### src/rtl/alu_issue_stage_if.sv
// Handshake bundles around the ALU issue stage: the decoded item coming in
// from decode and the ALU work item going out to EX.
interface alu_issue_in_if #(
  parameter int BITS_SIZE = 32,
  parameter int REG_BITS  = 5
);
  logic                 InValid;
  logic                 InReady;
  logic [BITS_SIZE-1:0] RD1;
  logic [BITS_SIZE-1:0] RD2;
  logic [15:0]          Imm16;
  logic                 ALUSrc;
  logic [1:0]           ALUOp;
  logic [5:0]           Funct;
  logic [REG_BITS-1:0]  DestIn;

  modport master (
    output InValid, RD1, RD2, Imm16, ALUSrc, ALUOp, Funct, DestIn,
    input  InReady
  );
  modport slave (
    input  InValid, RD1, RD2, Imm16, ALUSrc, ALUOp, Funct, DestIn,
    output InReady
  );
endinterface

interface alu_issue_out_if #(
  parameter int BITS_SIZE = 32,
  parameter int REG_BITS  = 5
);
  logic                 OutValid;
  logic                 OutReady;
  logic [BITS_SIZE-1:0] A;
  logic [BITS_SIZE-1:0] B;
  logic [3:0]           ALUControl;
  logic [REG_BITS-1:0]  DestOut;
  logic                 IllegalOp;

  modport master (
    output OutValid, A, B, ALUControl, DestOut, IllegalOp,
    input  OutReady
  );
  modport slave (
    input  OutValid, A, B, ALUControl, DestOut, IllegalOp,
    output OutReady
  );
endinterface

### src/rtl/alu_issue_stage.sv
// ID->EX issue stage: decodes ALU operands/control and hands items to the ALU
// through a 2-entry skid buffer so InReady is always a flop output.
module alu_issue_stage #(
  parameter int BITS_SIZE = 32,
  parameter int REG_BITS  = 5
) (
  input  logic            Clk,
  input  logic            Reset,
  input  logic            Flush,
  alu_issue_in_if.slave   up,
  alu_issue_out_if.master dn
);

  typedef enum logic [1:0] {
    ST_EMPTY = 2'd0,
    ST_ONE   = 2'd1,
    ST_FULL  = 2'd2
  } state_e;

  typedef struct packed {
    logic [BITS_SIZE-1:0] a;
    logic [BITS_SIZE-1:0] b;
    logic [3:0]           ctrl;
    logic [REG_BITS-1:0]  dest;
    logic                 illegal;
  } item_t;

  // Returns {illegal, ALUControl}.
  function automatic logic [4:0] decode_ctrl(input logic [1:0] op, input logic [5:0] funct);
    logic [4:0] res;
    case (op)
      2'b00: res = 5'b0_0010;
      2'b01: res = 5'b0_0110;
      2'b11: res = 5'b0_0001;
      2'b10: begin
        case (funct)
          6'h20:   res = 5'b0_0010;
          6'h22:   res = 5'b0_0110;
          6'h24:   res = 5'b0_0000;
          6'h25:   res = 5'b0_0001;
          6'h27:   res = 5'b0_1100;
          6'h2A:   res = 5'b0_0111;
          default: res = 5'b1_1111;
        endcase
      end
      default: res = 5'b1_1111;
    endcase
    return res;
  endfunction

  state_e state_q, state_d;
  item_t  head_q, head_d;
  item_t  skid_q, skid_d;
  logic   in_ready_q, in_ready_d;
  logic   out_valid_q, out_valid_d;
  item_t  new_item_s;
  logic   in_fire_s;
  logic   out_fire_s;

  assign in_fire_s  = up.InValid & in_ready_q;
  assign out_fire_s = out_valid_q & dn.OutReady;

  // Build the item that would be captured from the current decode inputs.
  always_comb begin
    new_item_s      = '0;
    new_item_s.a    = up.RD1;
    if (up.ALUSrc) begin
      new_item_s.b = {{(BITS_SIZE-16){up.Imm16[15]}}, up.Imm16};
    end else begin
      new_item_s.b = up.RD2;
    end
    {new_item_s.illegal, new_item_s.ctrl} = decode_ctrl(up.ALUOp, up.Funct);
    new_item_s.dest = up.DestIn;
  end

  // Occupancy state machine; head is always the item presented to EX.
  always_comb begin
    state_d = state_q;
    head_d  = head_q;
    skid_d  = skid_q;
    if (Flush) begin
      state_d = ST_EMPTY;
    end else begin
      case (state_q)
        ST_EMPTY: begin
          if (in_fire_s) begin
            head_d  = new_item_s;
            state_d = ST_ONE;
          end else begin
            state_d = ST_EMPTY;
          end
        end
        ST_ONE: begin
          if (in_fire_s && !out_fire_s) begin
            skid_d  = new_item_s;
            state_d = ST_FULL;
          end else if (!in_fire_s && out_fire_s) begin
            state_d = ST_EMPTY;
          end else if (in_fire_s && out_fire_s) begin
            head_d  = new_item_s;
            state_d = ST_ONE;
          end else begin
            state_d = ST_ONE;
          end
        end
        ST_FULL: begin
          // InReady is low here, so the input side cannot fire.
          if (out_fire_s) begin
            head_d  = skid_q;
            state_d = ST_ONE;
          end else begin
            state_d = ST_FULL;
          end
        end
        default: state_d = ST_EMPTY;
      endcase
    end
    in_ready_d  = (state_d != ST_FULL);
    out_valid_d = (state_d != ST_EMPTY);
  end

  // State, buffer entries and registered handshake outputs.
  always_ff @(posedge Clk or posedge Reset) begin
    if (Reset) begin
      state_q     <= ST_EMPTY;
      head_q      <= '0;
      skid_q      <= '0;
      in_ready_q  <= 1'b1;
      out_valid_q <= 1'b0;
    end else begin
      state_q     <= state_d;
      head_q      <= head_d;
      skid_q      <= skid_d;
      in_ready_q  <= in_ready_d;
      out_valid_q <= out_valid_d;
    end
  end

  assign up.InReady    = in_ready_q;
  assign dn.OutValid   = out_valid_q;
  assign dn.A          = head_q.a;
  assign dn.B          = head_q.b;
  assign dn.ALUControl = head_q.ctrl;
  assign dn.DestOut    = head_q.dest;
  assign dn.IllegalOp  = head_q.illegal;

endmodule
### src/flat_wrapper.sv
// flat-port wrapper written by rule: the top's interface ports become plain ports
module alu_issue_stage_flat 
#(
  parameter int BITS_SIZE = 32,
  parameter int REG_BITS  = 5
)
  (Clk, Reset, Flush, up_InValid, up_RD1, up_RD2, up_Imm16, up_ALUSrc, up_ALUOp, up_Funct, up_DestIn, up_InReady, dn_OutValid, dn_A, dn_B, dn_ALUControl, dn_DestOut, dn_IllegalOp, dn_OutReady);
  alu_issue_in_if #(.BITS_SIZE(BITS_SIZE), .REG_BITS(REG_BITS)) up_i ();
  alu_issue_out_if #(.BITS_SIZE(BITS_SIZE), .REG_BITS(REG_BITS)) dn_i ();
  input  logic Clk;
  input  logic Reset;
  input  logic Flush;
  input wire logic [$bits(up_i.InValid)-1:0] up_InValid;
  input wire logic [$bits(up_i.RD1)-1:0] up_RD1;
  input wire logic [$bits(up_i.RD2)-1:0] up_RD2;
  input wire logic [$bits(up_i.Imm16)-1:0] up_Imm16;
  input wire logic [$bits(up_i.ALUSrc)-1:0] up_ALUSrc;
  input wire logic [$bits(up_i.ALUOp)-1:0] up_ALUOp;
  input wire logic [$bits(up_i.Funct)-1:0] up_Funct;
  input wire logic [$bits(up_i.DestIn)-1:0] up_DestIn;
  output wire logic [$bits(up_i.InReady)-1:0] up_InReady;
  output wire logic [$bits(dn_i.OutValid)-1:0] dn_OutValid;
  output wire logic [$bits(dn_i.A)-1:0] dn_A;
  output wire logic [$bits(dn_i.B)-1:0] dn_B;
  output wire logic [$bits(dn_i.ALUControl)-1:0] dn_ALUControl;
  output wire logic [$bits(dn_i.DestOut)-1:0] dn_DestOut;
  output wire logic [$bits(dn_i.IllegalOp)-1:0] dn_IllegalOp;
  input wire logic [$bits(dn_i.OutReady)-1:0] dn_OutReady;
  assign up_i.InValid = up_InValid;
  assign up_i.RD1 = up_RD1;
  assign up_i.RD2 = up_RD2;
  assign up_i.Imm16 = up_Imm16;
  assign up_i.ALUSrc = up_ALUSrc;
  assign up_i.ALUOp = up_ALUOp;
  assign up_i.Funct = up_Funct;
  assign up_i.DestIn = up_DestIn;
  assign up_InReady = up_i.InReady;
  assign dn_OutValid = dn_i.OutValid;
  assign dn_A = dn_i.A;
  assign dn_B = dn_i.B;
  assign dn_ALUControl = dn_i.ALUControl;
  assign dn_DestOut = dn_i.DestOut;
  assign dn_IllegalOp = dn_i.IllegalOp;
  assign dn_i.OutReady = dn_OutReady;
  alu_issue_stage #(.BITS_SIZE(BITS_SIZE), .REG_BITS(REG_BITS)) u_core (.Clk(Clk), .Reset(Reset), .Flush(Flush), .up(up_i), .dn(dn_i));
endmodule
### config.mk
export PLATFORM = sky130hd
export DESIGN_NAME = alu_issue_stage_flat
export DESIGN_NICKNAME = d
export VERILOG_FILES = /design/src/rtl/alu_issue_stage_if.sv /design/src/rtl/alu_issue_stage.sv /design/src/flat_wrapper.sv
export SDC_FILE = /design/constraint.sdc
export NUM_CORES = 1
export LEC_CHECK = 0
export ABC_AREA = 1
export BUFFER_PORTS_ARGS = -buffer_cell sky130_fd_sc_hd__buf_2
export CAP_MARGIN = 15
export CORE_AREA = 2 2 139 101
export DETAILED_ROUTE_END_ITERATION = 10
export DIE_AREA = 0 0 141 103
export HOLD_SLACK_MARGIN = 0.08
export PLACE_DENSITY_LB_ADDON = 0.1
export SETUP_SLACK_MARGIN = 0.5
export SYNTH_ARGS = -nofsm -noshare
export SYNTH_HDL_FRONTEND = slang
export SYNTH_SLANG_ARGS = --single-unit
### constraint.sdc
create_clock -name Clk -period 7 [get_ports Clk]
set_clock_uncertainty 0.2 [all_clocks]
set_input_delay 1.75 -clock Clk [delete_from_list [all_inputs] [get_ports Clk]]
set_output_delay 1.75 -clock Clk [all_outputs]
set_load 0.02 [all_outputs]
==> impl_metrics.py <==
metrics = {
    "run_status": {
        "outcome": "complete, no violations",
    },
    "yosys": {
        "nets_in_the_synthesized_netlist": 944,
        "netlist_area_sq_mm": 0.00685,
        "ys_seq_elements": 152,
        "netlist_top_cells_area": "sky130_fd_sc_hd__dfrtp_1 (55%), sky130_fd_sc_hd__nand2_1 (21%), sky130_fd_sc_hd__a31oi_1 (6.3%)",
        "netlist_instances": 842,
        "async_reset_ff_share_pct": 100,
        "synth.yosys.seq_area_share_pct": 55.5,
        "post_synth_num_cell_types": 24,
        "synth_top_area_share_pct": 55.1,
        "synth-edff-count": 0,
        "synth-warning-count": 0,
        "synthTopCellsByCount": "sky130_fd_sc_hd__nand2_1 (392), sky130_fd_sc_hd__dfrtp_1 (151), sky130_fd_sc_hd__nor2_1 (84)",
        "predominant_post_synthesis_flop_cell": "sky130_fd_sc_hd__dfrtp_1",
        "post-synth-top-area-cell": "sky130_fd_sc_hd__dfrtp_1",
        "synth.avg_cell_area_sq_um": 8.14,
        "synth_most_common_cell": "sky130_fd_sc_hd__nand2_1",
    },
    "grt": {
        "grt_start_max_net_pins": 100,
        "global_route.usage.total_pct": 23.2,
        "grt_pass1_vias": 5393,
        "grt.overflow.total": 0,
        "grt_antenna_before_repair": 0,
        "wire_length_of_the_first_global_routing_pass_um": 26700,
    },
    "clocking": {
        "cts.reportedPaths.clkPinSlew_ns": 0.06,
        "clockBufferDepth": 2,
        "cts_tree": "yes",
        "clock_tree.root_cell": "sky130_fd_sc_hd__clkbuf_16",
        "worstSkewPairLatency_ns": 0.42,
        "cts_resized": 0,
        "clock_tree.htree_level_count": 4,
        "clock_sinks": 152,
        "cts_inserted_buffers": 17,
        "holdBufCountCts": 0,
        "cts_setup_buffers": 0,
    },
    "sta": {
        "rsz_0062_raised_after_global_routing": "false",
        "setup_total_negative_slack_ns": 0,
        "slew-limit-headroom_pct": 40.1,
        "final-hold-violation-count": 0,
        "final_min_period_over_clock_period_pct": 57.8,
        "setup_violations": 0,
        "min_clock_period_post_route_ns": 4.05,
        "slew_viol_final": 0,
        "tightestPinTransition_ns": 0.898,
        "final_critical_path_setup_slack_ns": 2.95,
        "maxClockFrequency_mhz": 247,
    },
    "layout": {
        "nFillCells": 1219,
        "fin_nets": 1094,
        "insertedDiodeCount": 0,
        "flow.area_growth_from_synthesis_pct": 21.1,
        "finish.cell_count_without_fillers": 1176,
        "drive_above_1_share_pct": 23.6,
    },
    "placement": {
        "placement.io_buffers": 174,
        "gp_routability_congestion": 0.798,
        "dpl_hpwl_um": 10100,
        "dp_cells": 1144,
        "placement.setup.worst_slack_ns": 2.50,
    },
    "critical_path": {
        "path_class": "primary input to flip-flop",
        "cp.arrival_ns": 4.12,
        "regToRegEndpoint": "u_core.skid_q[0]$_DFFE_PP0P_",
        "critical_path_required_time_ns": 7.08,
        "r2r_setup_slack_ns": 3.83,
        "setup.worst_path.end_class": "flip-flop",
        "r2r.worst_path.cells": 10,
        "worstSetupStartpointType": "primary input",
        "beginning_of_the_worst_register_to_register_path": "u_core.up.InReady$_DFF_PP1_",
        "crit_path_max_fanout": 71,
    },
    "pwr": {
        "switching_power_mw": 1.09,
        "cellLeakagePower_nw": 4.35,
        "design_power_total_mw": 3.06,
        "seqPwrFrac_pct": 45.0,
        "internal_power_mw": 1.97,
        "power.combinational.fraction_pct": 27.1,
        "proportion_of_power_drawn_by_the_clock_network_pct": 27.9,
        "power-per-cell-area_mw_per_mm2": 368,
        "switching_share_pct": 35.7,
        "vdd_drop_max_uv": 247,
    },
    "die": {
        "design.portCount": 175,
        "coreArea_sq_mm": 0.0134,
        "die_area_sq_mm": 0.0145,
        "std_cell_rows": 36,
        "die_w_um": 141,
        "die_height_um": 103,
        "start_util_pct": 51.2,
    },
    "worst_hold_path": {
        "timing.hold.worst_endpoint": "u_core.skid_q[36]$_DFFE_PP0P_",
        "path_class_of_the_lowest_slack_min_delay_path": "flip-flop to flip-flop",
        "hold_path.startpoint": "u_core.skid_q[36]$_DFFE_PP0P_",
        "whs_path_cells": 2,
    },
    "drt": {
        "number_of_nets_still_failing_antenna_checks_after_routing": 0,
        "firstDrtPassIters": 5,
        "drt_first_iter_violations": 426,
        "wl_per_cell_um": 13.6,
        "drt_drc_violations_left": 0,
        "total_number_of_vias": 5824,
        "post_drt_via_cell_ratio": 4.95,
        "postRouteWirelength_um": 16000,
    },
    "run": {
        "max_cap_violations": 0,
    },
}
[worst max path at each step]
| stage | startpoint | end | slack, ns | cells after the start |
|---|---|---|---|---|
| 5_1_grt | up_InValid | u_core.skid_q[0]$_DFFE_PP0P_ | 2.64 | 11 |
| 4_1_cts | up_InValid | u_core.skid_q[0]$_DFFE_PP0P_ | 2.95 | 11 |
| 3_5_place_dp | up_InValid | u_core.skid_q[7]$_DFFE_PP0P_ | 2.50 | 11 |
| 3_3_place_gp | up_InValid | u_core.skid_q[7]$_DFFE_PP0P_ | 2.60 | 11 |
| 6_report | up_InValid | u_core.skid_q[0]$_DFFE_PP0P_ | 2.95 | 11 |
| 2_1_floorplan | Reset | u_core.dn.ALUControl[0]$_DFFE_PP0P_ | 0.96 | 1 |
[layout by cell type (no fill, tap or decap)]
cell	n
sky130_fd_sc_hd__nor2_1	84
sky130_fd_sc_hd__clkbuf_8	1
sky130_fd_sc_hd__nor2_4	2
sky130_fd_sc_hd__inv_2	3
sky130_fd_sc_hd__o21ai_2	1
sky130_fd_sc_hd__buf_4	7
sky130_fd_sc_hd__clkinv_4	4
sky130_fd_sc_hd__o21ai_0	22
sky130_fd_sc_hd__dfstp_2	1
sky130_fd_sc_hd__ha_1	3
sky130_fd_sc_hd__buf_2	174
sky130_fd_sc_hd__nand2_1	391
sky130_fd_sc_hd__clkinvlp_4	5
sky130_fd_sc_hd__clkinv_1	1
sky130_fd_sc_hd__nand2_2	1
sky130_fd_sc_hd__clkbuf_16	17
sky130_fd_sc_hd__inv_6	6
sky130_fd_sc_hd__dfrtp_1	151
sky130_fd_sc_hd__a31oi_1	69
sky130_fd_sc_hd__mux2_2	15
sky130_fd_sc_hd__nand4_1	1
sky130_fd_sc_hd__nand3b_1	1
sky130_fd_sc_hd__a21oi_1	2
sky130_fd_sc_hd__o211ai_1	3
sky130_fd_sc_hd__o221ai_1	1
sky130_fd_sc_hd__inv_1	32
sky130_fd_sc_hd__nand3_1	7
[through the flow]
stage	utilization (%)	hold WS (ns)	instance area, sq um
finish	62.0	0.271	8300
global route	62.0	0.294	8300
CTS	62.0	0.274	8300
detailed placement	57.9	0.259	7740
global placement	57.9	0.254	7740
floorplan	-	0.242	6850
[cells by family (layout without fill, tap and decap cells)]
kind of cell,Yosys count,in the layout,synth area share [%]
flip-flops,152,152,55.5
adder cells (fa/ha/maj),3,3,0.548
buffers and inverters,87,250,5.71
multiplexers,15,15,2.46
AND/OR/NAND/NOR,487,487,27.1
AO/OA/AOI/OAI,98,98,8.64
[sequential cells by signal, indices dropped and copies added (netlist names)]
register / cells
u_core.dn.B: 32
u_core.state_q: 2
u_core.skid_q: 74
u_core.dn.OutValid: 1
u_core.dn.DestOut: 5
u_core.dn.IllegalOp: 1
u_core.up.InReady: 1
u_core.dn.ALUControl: 4
u_core.dn.A: 32
[power groups by stage]
stage	Clock (mW)	Sequential [mW]	Combinational (mW)
final	0.853	1.37	0.830
after global routing	0.910	1.42	0.942
after CTS	0.867	1.38	0.842
after detailed placement	0	1.39	0.840
after global placement	0	1.38	0.826
after floorplan	0	1.55	0.384
[worst max-delay path, cell delays in order]
cell	delay (ns)
sky130_fd_sc_hd__buf_2	0.07
sky130_fd_sc_hd__nand2_1	0.07
sky130_fd_sc_hd__inv_1	0.10
sky130_fd_sc_hd__ha_1	0.14
sky130_fd_sc_hd__nand2_1	0.11
sky130_fd_sc_hd__nor2_4	0.10
sky130_fd_sc_hd__buf_4	0.61
sky130_fd_sc_hd__inv_2	0.51
sky130_fd_sc_hd__buf_4	0.42
sky130_fd_sc_hd__nand2_1	0.10
sky130_fd_sc_hd__o21ai_0	0.07
[layout make-up]
| cell class | count | area [sq um] | share of cell area, % |
|---|---|---|---|
| inverters | 37 | 144 | 1.73 |
| well taps | 171 | 214 | 2.58 |
| repair buffers | 181 | 923 | 11.1 |
| clock buffers | 18 | 439 | 5.29 |
| multi-input cells | 603 | 2660 | 32.0 |
| clock inverters | 14 | 116 | 1.40 |
| flip-flops and latches | 152 | 3800 | 45.8 |
[layer usage]
layer	share of wire [%]	vias to the layer above	wire [um]	track usage [%]
met1	50	2677	8030	34.1
met2	44	159	6990	35.2
li1	-	2975	-	-
met3	5.0	13	799	5.06
met5	0	-	0	0
met4	0.93	0	148	6.38
Power figures use the tool's default switching activity.
